===== src/rtl/regfile_wb_arbiter.sv =====
// rtl/regfile_wb_arbiter.sv - Two-source write-back arbiter with anti-starvation priority
// and a pending-register scoreboard for issue-stage hazard queries.
module regfile_wb_arbiter #(
  parameter int DATA_WIDTH   = 32,
  parameter int REG_COUNT    = 32,
  parameter int STARVE_LIMIT = 4,
  localparam int AW          = $clog2(REG_COUNT)
) (
  input  logic                  clk,
  input  logic                  rst_n,
  input  logic                  ex_valid,
  output logic                  ex_ready,
  input  logic [AW-1:0]         ex_rd,
  input  logic [DATA_WIDTH-1:0] ex_data,
  input  logic                  ls_valid,
  output logic                  ls_ready,
  input  logic [AW-1:0]         ls_rd,
  input  logic [DATA_WIDTH-1:0] ls_data,
  output logic                  reg_write,
  output logic [AW-1:0]         rd,
  output logic [DATA_WIDTH-1:0] rd_data,
  input  logic                  issue_valid,
  input  logic [AW-1:0]         issue_rd,
  input  logic [AW-1:0]         rs1,
  input  logic [AW-1:0]         rs2,
  output logic                  rs1_busy,
  output logic                  rs2_busy
);

  typedef enum logic {PRIO_LS, PRIO_EX} prio_t;

  localparam int         NREG  = 1 << AW;
  localparam logic [3:0] LIMIT = 4'(STARVE_LIMIT);

  prio_t           state, state_next;
  logic [3:0]      starve_cnt, starve_next;
  logic            ex_xfer, ls_xfer;
  logic [NREG-1:0] pending, pending_next;

  always_ff @(posedge clk or negedge rst_n) begin
    if (!rst_n) begin
      state      <= PRIO_LS;
      starve_cnt <= '0;
    end else begin
      state      <= state_next;
      starve_cnt <= starve_next;
    end
  end

  always_comb begin
    ex_ready    = 1'b0;
    ls_ready    = 1'b0;
    state_next  = state;
    starve_next = starve_cnt;
    if (state == PRIO_LS) begin
      ls_ready = ls_valid;
      ex_ready = ex_valid && !ls_valid;
    end else begin
      ex_ready = ex_valid;
      ls_ready = ls_valid && !ex_valid;
    end
    if (!ex_valid || ex_ready) begin
      starve_next = '0;
    end else if (starve_cnt != LIMIT) begin
      starve_next = starve_cnt + 4'd1;
    end
    // EX keeps priority until it actually transfers, even if it drops valid meanwhile.
    if (state == PRIO_LS && starve_next == LIMIT) begin
      state_next = PRIO_EX;
    end else if (state == PRIO_EX && ex_ready) begin
      state_next = PRIO_LS;
    end
  end

  assign ex_xfer = ex_valid && ex_ready;
  assign ls_xfer = ls_valid && ls_ready;

  always_ff @(posedge clk or negedge rst_n) begin
    if (!rst_n) begin
      reg_write <= 1'b0;
      rd        <= '0;
      rd_data   <= '0;
    end else begin
      reg_write <= 1'b0;
      if (ex_xfer) begin
        reg_write <= (ex_rd != '0);
        rd        <= ex_rd;
        rd_data   <= ex_data;
      end else if (ls_xfer) begin
        reg_write <= (ls_rd != '0);
        rd        <= ls_rd;
        rd_data   <= ls_data;
      end
    end
  end

  // A new issue to the register being committed this cycle must keep it pending.
  always_comb begin
    pending_next = pending;
    if (reg_write) begin
      pending_next[rd] = 1'b0;
    end
    if (issue_valid && issue_rd != '0) begin
      pending_next[issue_rd] = 1'b1;
    end
    pending_next[0] = 1'b0;
  end

  always_ff @(posedge clk or negedge rst_n) begin
    if (!rst_n) begin
      pending <= '0;
    end else begin
      pending <= pending_next;
    end
  end

  assign rs1_busy = pending[rs1];
  assign rs2_busy = pending[rs2];

endmodule


===== config.mk =====
export PLATFORM = sky130hd
export DESIGN_NAME = regfile_wb_arbiter
export DESIGN_NICKNAME = d
export VERILOG_FILES = /design/src/rtl/regfile_wb_arbiter.sv
export SDC_FILE = /design/constraint.sdc
export NUM_CORES = 1
export LEC_CHECK = 0
export CAP_MARGIN = 5
export CELL_PAD_IN_SITES_DETAIL_PLACEMENT = 0
export CELL_PAD_IN_SITES_GLOBAL_PLACEMENT = 2
export CORE_AREA = 2 2 121 88
export DETAILED_ROUTE_END_ITERATION = 10
export DIE_AREA = 0 0 123 90
export DONT_BUFFER_PORTS = 1
export PLACE_DENSITY = 0.93
export SLEW_MARGIN = 20
export SYNTH_ARGS = -nofsm -noshare
export SYNTH_HDL_FRONTEND = slang
export SYNTH_SLANG_ARGS = --single-unit

===== constraint.sdc =====
create_clock -name clk -period 3.2 [get_ports clk]
set_clock_uncertainty 0.15 [all_clocks]
set_input_delay 0.48 -clock clk [delete_from_list [all_inputs] [get_ports clk]]
set_output_delay 0.48 -clock clk [all_outputs]
set_load 0.02 [all_outputs]

==> flow_metrics.env <==
export IMPL_die_h_um=90
export IMPL_startpoint_type="flip-flop"
export IMPL_port_buffers=0
export IMPL_ant_nets=0
export IMPL_slew_limit_headroom_pct=62.7
export IMPL_reg2reg_depth=5
export IMPL_fillCellCount=970
export IMPL_synth_seq_cells=74
export IMPL_hold_class="in -> reg"
export IMPL_cap_viol_max_count=0
export IMPL_r2r_start="state"
export IMPL_cts_tree="yes"
export IMPL_end_kind="output port"
export IMPL_critical_path_required_ps=2570
export IMPL_synth_flop_cell="dfrtp_1"
export IMPL_tns_ps=0
export IMPL_final_util_pct=42.4
export IMPL_post_cts_buffers=0
export IMPL_clock_sinks=74
export IMPL_clock_fmax_ghz=0.425
export IMPL_wl_per_cell_um=20.7
export IMPL_synth_area_mm2=0.00380
export IMPL_min_period_ps=2350
export IMPL_die_x_um=123
export IMPL_drc_errors=0
export IMPL_clockBufferDepth=2
export IMPL_pre_cts_ws_ps=1080
export IMPL_synth_top_cell_area_share_pct=48.7
export IMPL_crit_type="reg -> out"
export IMPL_cts_max_level=3
export IMPL_post_drt_via_cell_ratio=5.95
export IMPL_path_clk_slew_ps=60
export IMPL_setup_viol=0
export IMPL_status="finished, final reports clean"
export IMPL_setup_slack_ps=845
export IMPL_syn_inst=407
export IMPL_rows=31
export IMPL_power_per_cell_area_mw_per_mm2=693
export IMPL_drive_above_1_share_pct=9.65
export IMPL_wirelength_mm=11.1
export IMPL_drtIter0Drc=251
export IMPL_synth_area_per_cell_um2=9.33
export IMPL_dieArea_mm2=0.0111
export IMPL_ir_worst_vdd_mv=0.245
export IMPL_initial_core_util_pct=38.0
export IMPL_worst_pin_slew_ps=559
export IMPL_area_growth_pct=11.7
export IMPL_io_pins=136
export IMPL_setup_worst_path_start="pending[23]"
export IMPL_slowest_stage="mux4_2"
export IMPL_diodes=0
export IMPL_crit_end="rs1_busy"
export IMPL_synth_area_top_cells="dfrtp_1 (49%), nor2_1 (8.7%), o21ai_0 (8.2%)"
export IMPL_cts_buffers=9
export IMPL_cpPeakStageDelay_ps=470
export IMPL_cp_arrival_ps=1720
export IMPL_clkLatencyLatePin_ps=320
export IMPL_yosys_warnings=0
export IMPL_synthDistinctLibCells=32
export IMPL_overflow=0
export IMPL_crit_path_cell_trace="mux4_2 -> nand2b_1 -> o2111ai_1 -> nand4_1"
export IMPL_crit_path_max_fanout=3
export IMPL_synth_edf_count=0
export IMPL_power_leakage_nw=1.68
export IMPL_ctsResizeCount=0
export IMPL_gp_congestion=0.839
export IMPL_fin_nets=496
export IMPL_grt_pass1_wl_mm=17.8
export IMPL_syn_nets=503
export IMPL_hold_violations=0
export IMPL_route_vias_total=3189
export IMPL_synth_top_area_cell="dfrtp_1"
export IMPL_grt_pass1_vias=3242
export IMPL_grt_max_degree=75
export IMPL_grt_usage_pct=21.1
export IMPL_reg2reg_slack_ps=1360
export IMPL_timing_final_crit_share_pct=73.6
export IMPL_regToRegEndpoint="rd_data[26]"
export IMPL_slew_viol_final=0
export IMPL_grt_setup_unrepaired="no"
export IMPL_clock_root_buffer="clkbuf_16"
export IMPL_placeableCoreArea_mm2=0.0100
export IMPL_seq_area_frac_synth_pct=48.7
export IMPL_synthArstFlopShare_pct=100
export IMPL_dp_hpwl_mm=7.97
export IMPL_final_common_cell="nor2_1"
export IMPL_first_pass_iters=4
export IMPL_antenna_found_initial=0
export IMPL_most_common_layout_cells="nor2_1 (88), dfrtp_1 (74), o21ai_0 (62)"
-- worst min path at each step --
stage                     cells past startpoint  slack, ps     endpoint      from
after floorplan                               0         30  pending[10]     rst_n
after global placement                        0         40  rd_data[28]     rst_n
after detailed placement                      0         40   rd_data[6]     rst_n
after CTS                                     1         80        state  ex_valid
after global routing                          1         90        state  ex_valid
final                                         1        100        state  ex_valid
-- registers in the layout, summed over array words and instances (netlist names) --
| signal | flops |
|---|---|
| rd_data | 32 |
| reg_write | 1 |
| pending | 31 |
| rd | 5 |
| starve_cnt | 4 |
| state | 1 |
-- critical path: cells and delay by family, from the launching register on --
| kind | cells | cell delay, ps |
|---|---|---|
| compound gates | 1 | 120 |
| flops | 1 | 380 |
| mux | 1 | 470 |
| simple gates | 2 | 430 |
-- cell families after synthesis --
kind of cell	count (synthesis)	share of synthesized area [%]
xor+xnor	1	0.231
mux	35	11.5
buf+inv	30	3.23
flops	74	48.7
compound gates	118	17.6
simple gates	147	18.0
fa+ha+maj	2	0.659
-- stage by stage --
step	cell area, um^2	hold slack [ps]	power (mW)	instances
6_report	4240	103	2.94	536
5_1_grt	4240	90.3	3.10	536
4_1_cts	4240	84.5	2.97	536
3_5_place_dp	3890	35.8	1.86	519
3_3_place_gp	3890	35.7	1.84	519
2_1_floorplan	3800	34.4	1.72	407
-- repair_timing --
item                                    4_1_cts  5_1_grt
hold buffers                                  2        0
endpoints found under the setup margin        0        0
endpoints found under the hold margin        74        0
-- final cells by class --
cell class | count | area [um^2] | area share [%]
Sequential cell | 74 | 1850 | 43.7
Clock inverter | 5 | 78.8 | 1.86
Tap cell | 132 | 165 | 3.89
Clock buffer | 10 | 239 | 5.63
Timing Repair Buffer | 4 | 52.6 | 1.24
Inverter | 8 | 30.0 | 0.708
Multi-Input combinational cell | 303 | 1820 | 43.0
-- synth_stat cells, types with 2 or more instances --
master     instances
nor2_1            88
dfrtp_1           74
o21ai_0           62
o22ai_1           38
mux2i_1           19
nand3_1           13
clkbuf_1          11
nand2_1           11
nand3b_1          11
mux2_2            10
buf_2              8
inv_1              8
a21oi_1            7
mux4_2             6
nand2b_1           5
a22oi_1            4
nor2b_1            4
or3b_2             4
buf_1              3
or4_1              3
a211oi_1           2
ha_1               2
nand4_1            2
o2111ai_1          2
o211ai_1           2
or3_1              2
-- power breakdown --
part | internal (mW) | total, mW | switching, mW
Sequential | 1.14 | 1.38 | 0.245
Combinational | 0.237 | 0.486 | 0.250
Clock | 0.698 | 1.07 | 0.370
Total | 2.07 | 2.94 | 0.864
-- per-layer routing --
metal | vias up | share of wire, % | track usage (%)
met4 | 0 | 0.75 | 5.11
met1 | 1597 | 44 | 28.7
li1 | 1458 | - | -
met5 | - | 0 | 0
met2 | 128 | 47 | 32.2
met3 | 6 | 8.5 | 7.49
No activity file was read; power rests on OpenSTA's default activity.
==> RTL change 1, RTL diff (same settings) <==
The parameter `REG_COUNT` goes from 32 to 64.
--- a/src/rtl/regfile_wb_arbiter.sv
+++ b/src/rtl/regfile_wb_arbiter.sv
@@ -3,5 +3,5 @@
 module regfile_wb_arbiter #(
   parameter int DATA_WIDTH   = 32,
-  parameter int REG_COUNT    = 32,
+  parameter int REG_COUNT    = 64,
   parameter int STARVE_LIMIT = 4,
   localparam int AW          = $clog2(REG_COUNT)
Ports: changed (6 resized); port bits go from 136 to 142. The function was not compared with the original's and may differ.
==> RTL change 1 against the unedited design <==
Via count rose by 48%; global-route usage rose by 10 points; die area did not move; power rose by 38%; final area rose by 42%; routed wire length rose by 48%; setup slack got worse by 0.55 ns; sequential cell count rose by 33; synthesized area rose by 49%; register-to-register slack got worse by 0.33 ns; utilization rose by 18 points; critical endpoint is now rs2_busy; largest power group unchanged.
==> RTL change 1: results (changes against the unedited design) <==
outcome: "complete, no violations"
synth_flop_cell: "dfrtp_1"
ir_drop_mv: 0.349  # +42%
clock_path_buffers: 2  # unchanged
insertion_delay_ns: 0.35  # +0.03 ns
syn-num-nets: 669  # +33%
gp_congestion: 0.926  # +10%
clockRootBuffer: "clkbuf_16"
ctsResizeCount: 0  # unchanged
min_path_type: "input pin to flip-flop"
yosysWarningCount: 0  # unchanged
p_leak_nw: 2.20  # +31%
dp_hpwl_mm: 11.4  # +43%
synthTopCellsByArea: "dfrtp_1 47%, o21ai_0 11%, mux4_2 9.6%, nor2_1 5.1%, o22ai_1 4.0%"
first_pass_iters: 5  # +1
async_flop_share_pct: 100  # unchanged
grt_antenna_before_repair: 2  # +2
cts.htree.levels: 3  # unchanged
numPortBuffers: 0  # unchanged
drive_gt1_share_pct: 10.5  # +0.82 points
track_usage_pct: 31.1  # +10 points
routed_via_density: 6.85  # +15%
cts_setup_buffers: 0  # unchanged
grt_max_degree: 108  # +44%
numCtsBuffers: 9  # unchanged
ys_types: 41  # +28%
holdBufCountCts: 2  # unchanged
grt_pass1_vias: 4640  # +43%
yosys-top-cells-count: "127 x o21ai_0, 107 x dfrtp_1, 77 x nor2_1"
drt-initial-drc-count: 555  # +120%
crit_arrival_ns: 2.27  # +0.55 ns
grt_pass1_wl_mm: 26.0  # +46%
reg_top3: "pending x63, rd_data x32, rd x6"
fill_cells: 839  # -14%
relSlewSlack_pct: 59.5  # -3.2 points
fin_nets: 650  # +31%
routed_wl_mm: 16.5  # +48%
path_clk_slew_ns: 0.08  # +0.02 ns
seq_area_frac_synth_pct: 47.4  # -1.4 points
[RTL change 1: area by class of cell]
| cell class | instances | area, µm² | area share [%] |
|---|---|---|---|
| well taps | 132 | 165 | 2.75 |
| repair buffers | 5 | 60.1 | 1.00 |
| inverters | 10 | 37.5 | 0.625 |
| clock inverters | 7 | 56.3 | 0.938 |
| multi-input cells | 416 | 2780 | 46.3 |
| diodes | 2 | 5.00 | 0.0834 |
| clock buffers | 9 | 225 | 3.75 |
| flip-flops and latches | 107 | 2680 | 44.6 |
[RTL change 1: metrics by stage]
step / worst slack [ns] / util (%) / hold slack, ns / total power, W / cells
after floorplan: 0.606 / - / 0.0344 / 0.00268 / 568
after global placement: 0.559 / 56.8 / 0.0367 / 0.00289 / 668
after detailed placement: 0.623 / 56.8 / 0.0373 / 0.00293 / 668
after CTS: 0.379 / 60.0 / 0.0631 / 0.00404 / 686
after global routing: 0.191 / 60.0 / 0.0613 / 0.00428 / 688
final: 0.300 / 60.0 / 0.0702 / 0.00406 / 688
[RTL change 1: logic make-up after synthesis]
group,synth area share [%]
AOI/OAI and AO/OA,18.8
and+or+nand+nor,14.7
DFF,47.4
muxes,15.1
buffers and inverters,3.50
adders and majority gates,0.443
xor gates and xnor gates,0.155
[RTL change 1: final timing paths]
check / startpoint / depth (start not counted) / slack [ns] / to
setup / recovery: pending[24] / 6 / 0.30 / rs2_busy
hold / removal: issue_rd[0] / 1 / 0.07 / pending[4]
setup reg to reg: rd[1] / 5 / 1.03 / pending[14]
hold reg to reg: pending[59] / 2 / 0.38 / pending[59]
max in group asynchronous: rst_n / 2 / 1.90 / pending[3]
min in group asynchronous: rst_n / 2 / 0.61 / rd_data[29]
[RTL change 1: critical path, stage by stage (launching register included)]
cell	delay (ns)
dfrtp_1	0.42
mux4_2	0.47
o22ai_1	0.18
nor3_1	0.10
nor4_1	0.40
nor3_1	0.15
buf_4	0.18
[RTL change 1: routing by layer]
| layer | GRT usage, % | up-vias | part of all wire, % |
|---|---|---|---|
| met2 | 42.9 | 303 | 43 |
| li1 | - | 2062 | - |
| met1 | 44.4 | 2314 | 43 |
| met4 | 10.1 | 0 | 1.9 |
| met3 | 13.3 | 32 | 12 |
| met5 | 0 | - | 0 |
[RTL change 1: power breakdown]
part / switching (W) / internal, W
clock network: 0.000544 / 0.000542
logic: 0.000418 / 0.000475
registers: 0.000386 / 0.00170
total: 0.00135 / 0.00272
==> RTL change 2, RTL diff (same flow settings) <==
Made on the original files. Reset style: synchronous (`rst_n`), changed in 3 clocked blocks.
--- a/src/rtl/regfile_wb_arbiter.sv
+++ b/src/rtl/regfile_wb_arbiter.sv
@@ -38,5 +38,5 @@
   logic [NREG-1:0] pending, pending_next;
 
-  always_ff @(posedge clk or negedge rst_n) begin
+  always_ff @(posedge clk) begin
     if (!rst_n) begin
       state      <= PRIO_LS;
@@ -76,5 +76,5 @@
   assign ls_xfer = ls_valid && ls_ready;
 
-  always_ff @(posedge clk or negedge rst_n) begin
+  always_ff @(posedge clk) begin
     if (!rst_n) begin
       reg_write <= 1'b0;
@@ -107,5 +107,5 @@
   end
 
-  always_ff @(posedge clk or negedge rst_n) begin
+  always_ff @(posedge clk) begin
     if (!rst_n) begin
       pending <= '0;
Function: differs if rst_n is asserted again (counterexample within 4 cycles, from zero or initial values and one cycle with rst_n low); with rst_n held inactive, the same outputs for 10 cycles.
==> RTL change 2 against the unedited design <==
Synthesized area is 5.0% higher; sequential cell count stayed put; first-iteration DRC count is 16% lower; synthesized cell count rose by 7.4%; critical path depth unchanged; setup slack worse by 0.14 ns; final area rose by 1.8%; critical path type unchanged; sequential share of layout area down 9.3 points; final cell count increased by 3.9%; routed wire length decreased by 11%.
Power is not compared: it rests on default switching activity, and its combinational part moved more than twofold at a synthesized area within 25%.
==> RTL change 2: results (changes against the unedited design) <==
outcome: "complete, no violations"
multi_input_comb_area_um2: 2320  # +27%
max_stage_delay_ns: 0.50  # +0.03 ns
cp-startpoint: "pending[18]"
drt-initial-drc-count: 211  # -16%
cts.sinks: 74  # unchanged
placedCellCount: 541  # +4.2%
seq_share_pct: 34.3  # -9.3 points
clock_net_power_w: 0.000959
synthTopCellsByArea: "dfxtp_1 37%, mux2i_1 14%, o211a_1 9.3%, nand2_1 6.8%, o21ai_0 4.5%"
grt_pass1_vias: 2992  # -7.7%
ys_types: 40  # +25%
fin_hold_ws_ns: 0.131  # +0.0284 ns
r2r-start: "state"
fill_cells: 1004  # +3.5%
routed_via_density: 5.76  # -3.1%
clockNetworkAreaShare_pct: 6.69  # -0.80 points
crit_arrival_ns: 1.86  # +0.14 ns
m1WireLength_mm: 4.45  # -9.1%
seq_area_frac_synth_pct: 37.1  # -12 points
relSlewSlack_pct: 44.2  # -19 points
syn_inst: 437  # +7.4%
p_total_w: 0.00221
grt_max_degree: 72  # -4.0%
dp_hpwl_mm: 7.22  # -9.4%
met2_length_mm: 4.52  # -13%
drive_gt1_share_pct: 6.12  # -3.5 points
place_area_um2: 4030  # +3.7%
dp_slack_ns: 0.850  # -0.232 ns
hold_start: "rst_n"
async_flop_share_pct: 0  # -100 points
finish.instance_area_um2: 4320  # +1.8%
cpMaxStageDelayCell: "mux4_1"
reg2reg_to: "rd[1]"
track_usage_pct: 18.2  # -2.9 points
grt_pass1_wl_mm: 15.8  # -11%
hold_end: "rd_data[10]"
yosys-top-cells-count: "74 x dfxtp_1, 72 x nand2_1, 57 x mux2i_1"
nonClockInverterCount: 6  # -2
gp_congestion: 0.810  # -3.5%
ff2ff_setup_slack_ns: 1.30  # -0.06 ns
syn-num-nets: 533  # +6.0%
period_share_pct: 77.9  # +4.3 points
first_pass_iters: 5  # +1
wl_met3_um: 808  # -15%
fin_nets: 516  # +4.0%
==> RTL change 2: changes by cell type after synthesis, sizes merged, moves of 4 or more <==
| cell | delta |
|---|---|
| nor3 | +4 |
| a21boi | +31 |
| o211a | +37 |
| dfrtp | -74 |
| mux2i | +38 |
| nor2 | -78 |
| dfxtp | +74 |
| o22ai | -38 |
| nand2 | +61 |
| clkbuf | +8 |
| nand3b | -4 |
| o21ai | -24 |
| nor3b | +6 |
| mux2 | -10 |
==> RTL change 2: cells by family after synthesis <==
group | count (synthesis) | share of synthesized area (%)
adder cells (fa/ha/maj) | 2 | 0.627
multiplexers | 63 | 17.9
AO/OA/AOI/OAI | 123 | 22.5
AND/OR/NAND/NOR | 138 | 16.9
buffers and inverters | 37 | 4.89
flip-flops | 74 | 37.1
==> RTL change 2: metal layers <==
metal / vias to the layer above / global-route usage (%)
met5: - / 0
met4: 0 / 5.78
met3: 14 / 5.65
met2: 122 / 26.9
met1: 1519 / 25.2
li1: 1556 / -
